<file path="src/rtl/dice_score_engine_if.sv">
// Roll/score bus between the game FSM (master) and dice_score_engine (slave).
// The force_en/force_dice signals exist only when DICE_FORCE_EN is defined.
interface dice_score_engine_if;
  logic        roll_trigger;
  logic [4:0]  hold_mask;
  logic [3:0]  category_idx;
  logic [14:0] dice_out;
  logic        dice_valid;
  logic [7:0]  calc_score;
  logic        score_valid;
  logic        busy;
`ifdef DICE_FORCE_EN
  logic        force_en;
  logic [14:0] force_dice;

  modport master (
    output roll_trigger, hold_mask, category_idx, force_en, force_dice,
    input  dice_out, dice_valid, calc_score, score_valid, busy
  );
  modport slave (
    input  roll_trigger, hold_mask, category_idx, force_en, force_dice,
    output dice_out, dice_valid, calc_score, score_valid, busy
  );
`else
  modport master (
    output roll_trigger, hold_mask, category_idx,
    input  dice_out, dice_valid, calc_score, score_valid, busy
  );
  modport slave (
    input  roll_trigger, hold_mask, category_idx,
    output dice_out, dice_valid, calc_score, score_valid, busy
  );
`endif
endinterface

</file>
<file path="src/rtl/dice_score_engine.sv">
// Dice roll and scoring stage: LFSR draws, per-die histogram, category scoring.
// Optional DICE_FORCE_EN adds deterministic forced dice values at roll acceptance.
module dice_score_engine #(
  parameter logic [15:0] SEED = 16'hACE1
) (
  input  logic              clk,
  input  logic              reset,
  dice_score_engine_if.slave bus
);

  localparam logic [2:0] ST_IDLE  = 3'd0;
  localparam logic [2:0] ST_ROLL  = 3'd1;
  localparam logic [2:0] ST_COUNT = 3'd2;
  localparam logic [2:0] ST_EVAL  = 3'd3;
  localparam logic [2:0] ST_DONE  = 3'd4;

  logic [2:0]       state_r;
  logic [2:0]       die_idx_r;
  logic [4:0]       mask_r;
  logic [15:0]      lfsr_r;
  logic [14:0]      dice_r;
  logic [5:0][2:0]  cnt_r;
  logic [4:0]       sum_r;
  logic [7:0]       score_r;
  logic [3:0]       last_cat_r;
  logic             rescore_r;
  logic             dice_valid_r;
  logic             score_valid_r;
  logic             busy_r;
`ifdef DICE_FORCE_EN
  logic             force_en_r;
  logic [14:0]      force_dice_r;
`endif

  logic [3:0]       idx_base_s;
  logic [2:0]       cur_die_s;
  logic             draw_en_s;
  logic [2:0]       draw_s;
  logic [7:0]       score_s;
  logic [5:0]       present_s;
  logic             any4_s;
  logic             any5_s;
  logic             has3_s;
  logic             has2_s;
  logic             roll_accept_s;

  function automatic logic [15:0] lfsr_step(input logic [15:0] v);
    return {v[14:0], v[15] ^ v[13] ^ v[12] ^ v[10]};
  endfunction

  // Scale an 8-bit random byte onto 1..6 without a divider.
  function automatic logic [2:0] lfsr_die(input logic [7:0] v);
    logic [10:0] prod;
    prod = {3'b000, v} * 11'd6;
    return prod[10:8] + 3'd1;
  endfunction

  function automatic logic [2:0] clamp_face(input logic [2:0] v);
    logic [2:0] r;
    case (v)
      3'd0:    r = 3'd1;
      3'd7:    r = 3'd6;
      default: r = v;
    endcase
    return r;
  endfunction

  // Current die selection and the value a roll would give it.
  always_comb begin
    idx_base_s = {die_idx_r, 1'b0} + {1'b0, die_idx_r};
    cur_die_s  = dice_r[idx_base_s +: 3];
    draw_en_s  = (mask_r[die_idx_r] == 1'b0) || (cur_die_s == 3'd0);
`ifdef DICE_FORCE_EN
    if (force_en_r) begin
      draw_s = clamp_face(force_dice_r[idx_base_s +: 3]);
    end else begin
      draw_s = lfsr_die(lfsr_r[7:0]);
    end
`else
    draw_s = lfsr_die(lfsr_r[7:0]);
`endif
  end

  // Histogram features and the score of the selected category.
  always_comb begin
    present_s = 6'd0;
    any4_s    = 1'b0;
    any5_s    = 1'b0;
    has3_s    = 1'b0;
    has2_s    = 1'b0;
    for (int f = 0; f < 6; f++) begin
      present_s[f] = (cnt_r[f] != 3'd0);
      any4_s = any4_s | (cnt_r[f] >= 3'd4);
      any5_s = any5_s | (cnt_r[f] == 3'd5);
      has3_s = has3_s | (cnt_r[f] == 3'd3);
      has2_s = has2_s | (cnt_r[f] == 3'd2);
    end
    score_s = 8'd0;
    case (bus.category_idx)
      4'd0, 4'd1, 4'd2, 4'd3, 4'd4, 4'd5:
        score_s = {5'd0, bus.category_idx[2:0] + 3'd1} * {5'd0, cnt_r[bus.category_idx[2:0]]};
      4'd6:
        score_s = {3'd0, sum_r};
      4'd7:
        score_s = any4_s ? {3'd0, sum_r} : 8'd0;
      4'd8:
        score_s = (has3_s && has2_s) ? {3'd0, sum_r} : 8'd0;
      4'd9:
        score_s = ((present_s[3:0] == 4'hF) || (present_s[4:1] == 4'hF) ||
                   (present_s[5:2] == 4'hF)) ? 8'd15 : 8'd0;
      4'd10:
        score_s = ((present_s[4:0] == 5'h1F) || (present_s[5:1] == 5'h1F)) ? 8'd30 : 8'd0;
      4'd11:
        score_s = any5_s ? 8'd50 : 8'd0;
      default:
        score_s = 8'd0;
    endcase
  end

  assign roll_accept_s = bus.roll_trigger && ((state_r == ST_IDLE) || (state_r == ST_DONE));

  // LFSR, roll/count/eval sequencing and all registered outputs.
  always_ff @(posedge clk) begin
    if (reset) begin
      state_r       <= ST_IDLE;
      die_idx_r     <= 3'd0;
      mask_r        <= 5'd0;
      lfsr_r        <= SEED;
      dice_r        <= 15'd0;
      cnt_r         <= '0;
      sum_r         <= 5'd0;
      score_r       <= 8'd0;
      last_cat_r    <= 4'd0;
      rescore_r     <= 1'b0;
      dice_valid_r  <= 1'b0;
      score_valid_r <= 1'b0;
      busy_r        <= 1'b0;
`ifdef DICE_FORCE_EN
      force_en_r    <= 1'b0;
      force_dice_r  <= 15'd0;
`endif
    end else begin
      lfsr_r <= lfsr_step(lfsr_r);
      if (roll_accept_s) begin
        state_r       <= ST_ROLL;
        die_idx_r     <= 3'd0;
        mask_r        <= bus.hold_mask;
        rescore_r     <= 1'b0;
        dice_valid_r  <= 1'b0;
        score_valid_r <= 1'b0;
        busy_r        <= 1'b1;
`ifdef DICE_FORCE_EN
        force_en_r    <= bus.force_en;
        force_dice_r  <= bus.force_dice;
`endif
      end else begin
        case (state_r)
          ST_ROLL: begin
            if (draw_en_s) begin
              dice_r[idx_base_s +: 3] <= draw_s;
            end
            if (die_idx_r == 3'd4) begin
              state_r   <= ST_COUNT;
              die_idx_r <= 3'd0;
              cnt_r     <= '0;
              sum_r     <= 5'd0;
            end else begin
              die_idx_r <= die_idx_r + 3'd1;
            end
          end
          ST_COUNT: begin
            cnt_r[cur_die_s - 3'd1] <= cnt_r[cur_die_s - 3'd1] + 3'd1;
            sum_r <= sum_r + {2'b00, cur_die_s};
            if (die_idx_r == 3'd4) begin
              state_r   <= ST_EVAL;
              die_idx_r <= 3'd0;
            end else begin
              die_idx_r <= die_idx_r + 3'd1;
            end
          end
          ST_EVAL: begin
            score_r       <= score_s;
            last_cat_r    <= bus.category_idx;
            dice_valid_r  <= 1'b1;
            busy_r        <= 1'b0;
            // A re-score is only confirmed in DONE, once the category has held still.
            score_valid_r <= ~rescore_r;
            rescore_r     <= 1'b0;
            state_r       <= ST_DONE;
          end
          ST_DONE: begin
            if (bus.category_idx != last_cat_r) begin
              state_r       <= ST_EVAL;
              score_valid_r <= 1'b0;
              rescore_r     <= 1'b1;
              busy_r        <= 1'b1;
            end else begin
              score_valid_r <= 1'b1;
            end
          end
          ST_IDLE: begin
            state_r <= ST_IDLE;
          end
          default: begin
            state_r <= ST_IDLE;
          end
        endcase
      end
    end
  end

  assign bus.dice_out    = dice_r;
  assign bus.dice_valid  = dice_valid_r;
  assign bus.calc_score  = score_r;
  assign bus.score_valid = score_valid_r;
  assign bus.busy        = busy_r;

endmodule
</file>
<file path="src/flat_wrapper.sv">
// flat-port wrapper written by rule: the top's interface ports become plain ports
module dice_score_engine_flat 
#(
  parameter logic [15:0] SEED = 16'hACE1
)
  (clk, reset, bus_roll_trigger, bus_hold_mask, bus_category_idx, bus_dice_out, bus_dice_valid, bus_calc_score, bus_score_valid, bus_busy);
  dice_score_engine_if bus_i ();
  input  logic clk;
  input  logic reset;
  input wire logic [$bits(bus_i.roll_trigger)-1:0] bus_roll_trigger;
  input wire logic [$bits(bus_i.hold_mask)-1:0] bus_hold_mask;
  input wire logic [$bits(bus_i.category_idx)-1:0] bus_category_idx;
  output wire logic [$bits(bus_i.dice_out)-1:0] bus_dice_out;
  output wire logic [$bits(bus_i.dice_valid)-1:0] bus_dice_valid;
  output wire logic [$bits(bus_i.calc_score)-1:0] bus_calc_score;
  output wire logic [$bits(bus_i.score_valid)-1:0] bus_score_valid;
  output wire logic [$bits(bus_i.busy)-1:0] bus_busy;
  assign bus_i.roll_trigger = bus_roll_trigger;
  assign bus_i.hold_mask = bus_hold_mask;
  assign bus_i.category_idx = bus_category_idx;
  assign bus_dice_out = bus_i.dice_out;
  assign bus_dice_valid = bus_i.dice_valid;
  assign bus_calc_score = bus_i.calc_score;
  assign bus_score_valid = bus_i.score_valid;
  assign bus_busy = bus_i.busy;
  dice_score_engine #(.SEED(SEED)) u_core (.clk(clk), .reset(reset), .bus(bus_i));
endmodule
</file>
<file path="config.mk">
export PLATFORM = sky130hd
export DESIGN_NAME = dice_score_engine_flat
export DESIGN_NICKNAME = d
export VERILOG_FILES = /design/src/rtl/dice_score_engine_if.sv /design/src/rtl/dice_score_engine.sv /design/src/flat_wrapper.sv
export SDC_FILE = /design/constraint.sdc
export NUM_CORES = 1
export LEC_CHECK = 0
export ABC_AREA = 1
export CAP_MARGIN = 20
export CELL_PAD_IN_SITES_DETAIL_PLACEMENT = 0
export CELL_PAD_IN_SITES_GLOBAL_PLACEMENT = 1
export CORE_UTILIZATION = 39
export CTS_CLUSTER_SIZE = 28
export DETAILED_ROUTE_END_ITERATION = 6
export HOLD_SLACK_MARGIN = 0.03
export PLACE_DENSITY = 0.84
export SKIP_CTS_REPAIR_TIMING = 1
export SYNTH_ARGS = -nofsm -noshare
export SYNTH_HDL_FRONTEND = slang
export SYNTH_SLANG_ARGS = --single-unit
</file>
<file path="constraint.sdc">
create_clock -name clk -period 4.13 [get_ports clk]
set_input_delay 1.0325 -clock clk [delete_from_list [all_inputs] [get_ports clk]]
set_output_delay 1.0325 -clock clk [all_outputs]
set_load 0.01 [all_outputs]
</file>
==> impl_summary.txt, run 1 <==
----------------------------------------------------
[Floorplanning]
  DIE HEIGHT ... approximately 120 um
  Row Count ... 42
  Initial Util ... about 40%
  Placeable core region ... around 13000 sq um
  Number of ports placed on the die boundary ... 38
  DIE AREA ... approximately 14000 sq um
  Die boundary width ... about 120 um

[Synth]
  Combined area of all synthesized cells ... 5360 sq um
  Post-Synthesis Cells ... 809
  Cells taking the most area after synthesis ... sky130_fd_sc_hd__dfxtp_1 30%, sky130_fd_sc_hd__nand2_1 12%, sky130_fd_sc_hd__nand3_1 7.6%, sky130_fd_sc_hd__a21oi_1 6.9%, sky130_fd_sc_hd__ha_1 6.8%
  Synth cell count leaders ... 172 x sky130_fd_sc_hd__nand2_1, 93 x sky130_fd_sc_hd__inv_1, 81 x sky130_fd_sc_hd__nand3_1, 79 x sky130_fd_sc_hd__dfxtp_1, 74 x sky130_fd_sc_hd__a21oi_1
  Number of enable flip-flop cells after synthesis ... 0
  Per-instance average area after synthesis ... ~6.6 sq um
  Number of warning messages in the yosys log ... 0
  Asr flop ratio synth ... 0%
  Library cell occupying the most area in the post-synthesis netlist ... sky130_fd_sc_hd__dfxtp_1
  Predominant post-synthesis flop cell ... sky130_fd_sc_hd__dfxtp_1
  Count of state elements after synthesis ... 79
  Post-synthesis cell type count ... 46
  Sequential fraction of the synthesis area ... between 20% and 30%
  Most instantiated library cell after synthesis ... sky130_fd_sc_hd__nand2_1
  Share of the synthesized area in the top cell type ... slightly below 30%

[Placement]
  Placed Instance Area ... approximately 6000 sq um
  Final Wtd Congestion ... about 0.9
  Post-detail-place hpwl ... around 11000 um
  Total of buffers placed on input and output ports ... 35
  Number of instances in the placed design ... 1009

[Route]
  Number of DRC markers after the initial detailed-route iteration ... ~340
  DRC errors left ... 0
  Total wire length ... ~14000 um
  Mean routed wirelength per cell ... 13.9 um
  Detailed Routing Iterations Pass 1 ... 5
  Total vias in the final route ... between 5000 and 6000
  Antenna violation net count after detailed routing ... 0
  Routed via count divided by cell count ... 5.09

[Global route]
  Wire length of the first global-routing pass ... roughly 24000 um
  Gr ovfl total ... 0
  Global router's overall resource usage ... a little over a fifth
  Maximum number of pins on one net before global-route repair ... 30
  Number of global-route vias before repair ... ~4900
  Initial antenna violation count ... 0

[Critical path]
  Largest stage delay on the critical path ... around 0.52 ns
  Data required time at the worst endpoint ... roughly 4.4 ns
  Critical Path Fanout Max ... 10
  Library cell contributing the largest single delay on the critical path ... sky130_fd_sc_hd__fa_1
  Buffers plus inverters on the worst setup path ... 5
  Ordered cell list for the critical path ... ha_1 > fa_1 > inv_2 > nor2_4 > inv_2 > a21oi_1 > o21ai_0 > nand3_1 > a21oi_1 > a41oi_2 > inv_1 > ha_1 > nand3b_2 > nand2_4 > nand3_1 > o22ai_1 > inv_1 > nand2_1 > ha_1 > inv_1 > nand2_2 > nand3_1 > a21oi_1
  CP top delay family ... adder cells
  Kind of start point of the critical path ... flop
  Kind of end point of the critical path ... flop
  Worst setup path category ... flop to flop
  WP data arrival ... around 4 ns

[STA]
  Setup TNS ... 0 ns
  Final hold vios ... 0
  Shortest period the worst path allows ... roughly 3.8 ns
  Pin slew with the least headroom to its limit ... 0.701 ns
  Max Clock Skew ... 0.00923 ns
  Number of pins with negative max-slew slack in the final report ... 0
  Portion of the clock cycle consumed by the worst path in the final layout ... around 91%
  Slew Limit Headroom ... a little over half
  Maximum clock frequency ... ~270 MHz
  Finish-stage setup viols ... 0
  Setup repair after global routing missed its margin ... no

[CTS]
  Clock insertion delay at the later pin of the skew report ... between 0.3 and 0.4 ns
  TritonCTS clock tree ... built
  Clock input transition at the sequential cells of the worst setup and hold paths ... roughly 0.060 ns
  CTS max path bufs ... 2
  Number of buffers created by CTS ... 9
  Cell chosen for the clock root ... sky130_fd_sc_hd__clkbuf_16
  Clock tree sinks ... 79
  Number of H-tree levels ... 3

[Cells and area]
  Number of antenna cells inserted ... 0
  P&R area growth vs syn ... 16.7%
  Filler-free cell count of the finished design ... between 1000 and 1500
  Cell area after layout ... between 6000 and 7000 sq um
  Footprint of the multi-input gates ... around 3200 sq um
  Number of filler cells placed in the layout ... 1374
  Net count reported at finish ... about 900
  Sequential cell area in the final layout ... roughly 1600 sq um
  Layout cells sized above 1 ... roughly 10%

[Status]
  Outcome ... finished, final reports clean

[Power]
  Leakage dissipation ... roughly 2.7 nW
  Total Power Consumption ... roughly 2.5 mW
  Max VDD drop ... approximately 0.20 mV
  PD cells ... about 400 nW/um^2

[Worst hold path]
  Hold/Removal Path Class ... flop to flop

[Run]
  Number of max-cap violations ... 0

----------------------------------------------------
cells by family (layout without fill, tap and decap cells):
| group | Yosys count | in the layout | share of synthesized area (%) |
|---|---|---|---|
| and+or+nand+nor | 398 | 398 | 34.3 |
| AOI/OAI and AO/OA | 156 | 156 | 16.3 |
| buffers and inverters | 134 | 172 | 10.1 |
| DFF | 79 | 79 | 29.5 |
| adders and majority gates | 33 | 33 | 8.27 |
| xor gates and xnor gates | 8 | 8 | 1.31 |
| other | 1 | 2 | 0.0700 |
final cells by class:
cell class              instances  area share, %
clock buffers                  12           4.27
clock inverters                 3           1.04
inverters                     107           6.43
multi-input cells             597           51.9
flip-flops and latches         79           25.3
well taps                     176           3.52
repair buffers                 50           7.53
report_power, final:
part | switching [mW] | internal, mW
logic | 0.535 | 0.258
registers | 0.0287 | 0.799
clock network | 0.305 | 0.574
final timing paths:
kind,startpoint,endpoint,slack (ns),cells after the start
worst max register to register,u_core.die_idx_r[0],u_core.cnt_r[11],0.38,23
worst min-delay path,u_core.lfsr_r[8],u_core.lfsr_r[9],0.40,2
worst min register to register,u_core.lfsr_r[8],u_core.lfsr_r[9],0.40,2
worst max-delay path,u_core.die_idx_r[0],u_core.cnt_r[11],0.38,23
worst register-to-register path, stage by stage, from the launching register on:
cell	delay (ns)
sky130_fd_sc_hd__dfxtp_1	0.33
sky130_fd_sc_hd__ha_1	0.24
sky130_fd_sc_hd__fa_1	0.52
sky130_fd_sc_hd__inv_2	0.10
sky130_fd_sc_hd__nor2_4	0.13
sky130_fd_sc_hd__inv_2	0.06
sky130_fd_sc_hd__a21oi_1	0.10
sky130_fd_sc_hd__o21ai_0	0.09
sky130_fd_sc_hd__nand3_1	0.08
sky130_fd_sc_hd__a21oi_1	0.05
sky130_fd_sc_hd__a41oi_2	0.19
sky130_fd_sc_hd__inv_1	0.09
sky130_fd_sc_hd__ha_1	0.20
sky130_fd_sc_hd__nand3b_2	0.23
sky130_fd_sc_hd__nand2_4	0.17
sky130_fd_sc_hd__nand3_1	0.13
sky130_fd_sc_hd__o22ai_1	0.20
sky130_fd_sc_hd__inv_1	0.06
sky130_fd_sc_hd__nand2_1	0.07
sky130_fd_sc_hd__ha_1	0.18
sky130_fd_sc_hd__inv_1	0.06
sky130_fd_sc_hd__nand2_2	0.14
sky130_fd_sc_hd__nand3_1	0.10
sky130_fd_sc_hd__a21oi_1	0.15
cell usage in the layout, fill, tap and decap left out, drive strengths merged, types with 4 or more instances in the layout:
cell type and count:
nand2 188, o211ai 6, nand4 21, or2 12, clkbuf 12, inv 105
a31oi 4, ha 29, o21a 7, nor3 20, clkdlybuf4s50 34, o22ai 4
nor2 69, dfxtp 79, buf 16, xnor2 6, o21ai 53, a21oi 75
nand3 83, fa 4
state kept, by name (all words and copies together), names as in the netlist:
register	cells
u_core.rescore_r	1
u_core.cnt_r	18
u_core.mask_r	5
u_core.bus.dice_out	15
u_core.state_r	3
u_core.bus.dice_valid	1
u_core.die_idx_r	3
u_core.bus.calc_score	6
u_core.lfsr_r	16
u_core.last_cat_r	4
u_core.bus.score_valid	1
u_core.bus.busy	1
u_core.sum_r	5
layer usage:
metal / vias up / global-route usage, % / routed length (um)
li1: 2739 / - / -
met1: 2344 / 29.0 / 6890
met2: 117 / 33.1 / 6460
met3: 14 / 4.02 / 692
met4: 0 / 6.88 / 159
met5: - / 0 / 0
metrics by stage:
stage                     hold WS [ns]  worst slack (ns)  utilization [%]
after global routing             0.418            0.0778             47.0
after CTS                        0.407             0.334             46.9
after global placement           0.389            0.0910             44.4
after detailed placement         0.393            0.0452             44.4
final                            0.404             0.378             47.0
after floorplan                  0.388             0.444                -
Note: power is estimated with default switching activity, not from simulation.
==> inputs of run 2 (changes only) <==
- ABC_AREA: 1 -> default
- PLACE_DENSITY: 0.84 -> 0.8
- SKIP_LAST_GASP: default -> 1
==> run 2 against run 1 <==
Effect of this change:
- the flow now finishes with violations (setup timing)
- cell area rose by 2.6%
- clock-buffer cell count rose by 1
- sequential share of layout area fell by 0.57 points
- critical path depth fell by 8
- fmax fell by 9.6%
- via count fell by 7.1%
- sequential power fell by 3.4%
- final cell count fell by 16%
- register-to-register slack got worse by 0.40 ns
==> impl_summary.txt, run 2 <==
----------------------------------------------------
[Critical path]
  Worst setup path category ... flop to flop
  Launch instance of the worst register-to-register path ... u_core.die_idx_r[1]
  Startpoint of the worst setup timing path ... u_core.die_idx_r[1]
  Library cell contributing the largest single delay on the critical path ... sky130_fd_sc_hd__fa_1
  Largest stage delay on the critical path ... roughly 0.52 ns
  Ordered cell list for the critical path ... ha_4 > fa_1 > buf_6 > mux2i_2 > mux4_2 > mux2_4 > ha_4 > xor2_4 > mux2i_1 > mux2i_1 > and2_1 > ha_2 > or4_4 > a21oi_4 > a22o_1
  CP top delay family ... multiplexers
  Buffers plus inverters on the worst setup path ... 1
  Kind of end point of the critical path ... flop
  Critical Path Fanout Max ... 6
  Data required time at the worst endpoint ... 4.42 ns
  Kind of start point of the critical path ... flop
  WP data arrival ... between 4 and 5 ns

[Floorplanning]
  Die boundary width ... about 120 um
  Placeable core region ... ~13000 sq um
  Initial Util ... approximately two fifths
  DIE HEIGHT ... between 100 and 150 um
  Row Count ... a little over 40
  Number of ports placed on the die boundary ... 38
  DIE AREA ... approximately 14000 sq um

[CTS]
  Clock tree sinks ... a little under 80
  Cell chosen for the clock root ... sky130_fd_sc_hd__clkbuf_16
  CTS max path bufs ... 2
  Clock insertion delay at the later pin of the skew report ... 0.35 ns
  Clock input transition at the sequential cells of the worst setup and hold paths ... approximately 0.060 ns
  Number of buffers created by CTS ... 9
  TritonCTS clock tree ... built
  Number of H-tree levels ... 3

[STA]
  Slew Limit Headroom ... about half
  Shortest period the worst path allows ... 4.15 ns
  Number of pins with negative max-slew slack in the final report ... 0
  Setup repair after global routing missed its margin ... yes
  Finish-stage setup viols ... 6
  Slack of the critical path ... -0.0187 ns
  Pin slew with the least headroom to its limit ... just under 0.8 ns
  Maximum clock frequency ... 241 MHz
  Tightest hold margin ... 0.409 ns
  Max Clock Skew ... ~0.0060 ns
  Portion of the clock cycle consumed by the worst path in the final layout ... 100%
  Final hold vios ... 0

[Synth]
  Post-synthesis cell type count ... 71
  Asr flop ratio synth ... 0%
  Count of state elements after synthesis ... 79
  Sequential fraction of the synthesis area ... 30.2%
  Post-Synthesis Cells ... around 620
  Library cell occupying the most area in the post-synthesis netlist ... sky130_fd_sc_hd__dfxtp_1
  Most instantiated library cell after synthesis ... sky130_fd_sc_hd__dfxtp_1
  Cells taking the most area after synthesis ... sky130_fd_sc_hd__dfxtp_1 30%, sky130_fd_sc_hd__ha_1 6.9%, sky130_fd_sc_hd__mux2i_1 6.7%, sky130_fd_sc_hd__nor2_1 5.3%, sky130_fd_sc_hd__a21oi_1 4.3%
  Predominant post-synthesis flop cell ... sky130_fd_sc_hd__dfxtp_1
  Number of enable flip-flop cells after synthesis ... 0
  Combined area of all synthesized cells ... 5240 sq um
  Share of the synthesized area in the top cell type ... a little under a third
  Number of warning messages in the yosys log ... 0
  Per-instance average area after synthesis ... between 8 and 9 sq um
  Synth cell count leaders ... 79 x sky130_fd_sc_hd__dfxtp_1, 74 x sky130_fd_sc_hd__nor2_1, 48 x sky130_fd_sc_hd__nand2_1, 45 x sky130_fd_sc_hd__a21oi_1, 35 x sky130_fd_sc_hd__mux2i_1

[Global route]
  Wire length of the first global-routing pass ... 23800 um
  Maximum number of pins on one net before global-route repair ... 57
  Gr ovfl total ... 0
  Initial antenna violation count ... 0
  Number of global-route vias before repair ... approximately 4700
  Global router's overall resource usage ... 21.2%

[Status]
  Failing checks ... setup timing
  Outcome ... complete, but fails checks

[Cells and area]
  Top library cells by usage in the layout, fill and taps aside ... 77 x sky130_fd_sc_hd__dfxtp_1, 74 x sky130_fd_sc_hd__nor2_1, 51 x sky130_fd_sc_hd__buf_4
  Cell area after layout ... approximately 6400 sq um
  Most flop-heavy register ... u_core.cnt_r
  Leading cell type in the layout, fill and taps excluded ... sky130_fd_sc_hd__dfxtp_1
  Number of antenna cells inserted ... 0
  Layout cells sized above 1 ... between 10% and 20%
  Max reg flops ... 18
  P&R area growth vs syn ... 22.3%
  Net count reported at finish ... about 730

[Placement]
  Post-detail-place hpwl ... 10300 um
  Placed Instance Area ... between 6000 and 7000 sq um
  Final Wtd Congestion ... 0.879
  Total of buffers placed on input and output ports ... 35

[Power]
  Max VDD drop ... 0.246 mV
  Net switching power of the design ... between 0.5 and 0.6 mW
  Internal portion of total power ... roughly 1.5 mW
  Switching share of power ... 28.8%
  Leakage dissipation ... roughly 2.6 nW
  Share of power burned in registers ... 38.9%
  Gate power share ... between 20% and 30%
  Portion of total power attributed to the clock network ... between 30% and 40%
  PD cells ... around 320 nW/um^2

[Route]
  Number of DRC markers after the initial detailed-route iteration ... about 400
  Detailed Routing Iterations Pass 1 ... 5
  Routed via count divided by cell count ... approximately 5.6
  Antenna violation net count after detailed routing ... 0
  DRC errors left ... 0
  Total vias in the final route ... just under 5000
  Mean routed wirelength per cell ... ~16 um
  Total wire length ... 14200 um

[Worst hold path]
  Hold/Removal Path Class ... flop to flop
  Startpoint of the worst hold path ... u_core.lfsr_r[9]

[Run]
  Number of max-cap violations ... 0

----------------------------------------------------
==> run 2: cells by family (layout without fill, tap and decap cells) <==
logic type | Yosys count | after routing | share of synthesized area (%)
simple gates | 229 | 229 | 21.4
flops | 79 | 79 | 30.2
mux | 47 | 47 | 11.4
compound gates | 155 | 155 | 20.4
other cells | 1 | 2 | 0.0715
buf+inv | 61 | 126 | 4.77
xor+xnor | 18 | 18 | 3.37
fa+ha+maj | 33 | 33 | 8.45
==> run 2: through the flow <==
step           TNS [ns]  cells  worst slack, ns  power (mW)  util (%)
2_1_floorplan         0    624          0.00771        1.12         -
3_3_place_gp     -0.520    840           -0.107        1.25      46.8
3_5_place_dp     -0.886    840           -0.170        1.25      46.8
4_1_cts          -0.697    856           -0.124        2.06      49.2
5_1_grt           -1.26    861           -0.227        2.15      49.8
6_report        -0.0568    861          -0.0187        2.05      49.8
==> run 2: path summary, 6_finish.rpt <==
path	end	slack, ns	cells past startpoint
max	u_core.cnt_r[8]	-0.02	15
min	u_core.lfsr_r[10]	0.41	1
max reg2reg	u_core.cnt_r[8]	-0.02	15
min reg2reg	u_core.lfsr_r[10]	0.41	1
==> run 2: cell type report <==
cell class / count / area, sq um
clock buffer: 13 / 280
timing repair buffer: 88 / 744
fill: 1223 / 6460
inverter: 22 / 87.6
sequential: 79 / 1590
tap: 172 / 215
multi-input combinational: 484 / 3470
clock inverter: 3 / 23.8
==> run 2: routing by layer <==
| metal | share of wire, % | vias to the layer above | global-route usage, % |
|---|---|---|---|
| li1 | - | 2367 | - |
| met1 | 47 | 2308 | 28.9 |
| met2 | 46 | 148 | 32.8 |
| met3 | 5.0 | 21 | 4.60 |
| met4 | 1.5 | 0 | 6.97 |
| met5 | 0 | - | 0 |
==> run 2: power by group through the flow <==
stage          sequential, mW  combinational, mW  clock (mW)
2_1_floorplan           0.813              0.303           0
3_3_place_gp            0.815              0.432           0
6_report                0.800              0.449       0.805
3_5_place_dp            0.816              0.436           0
5_1_grt                 0.801              0.498       0.852
4_1_cts                 0.800              0.438       0.825
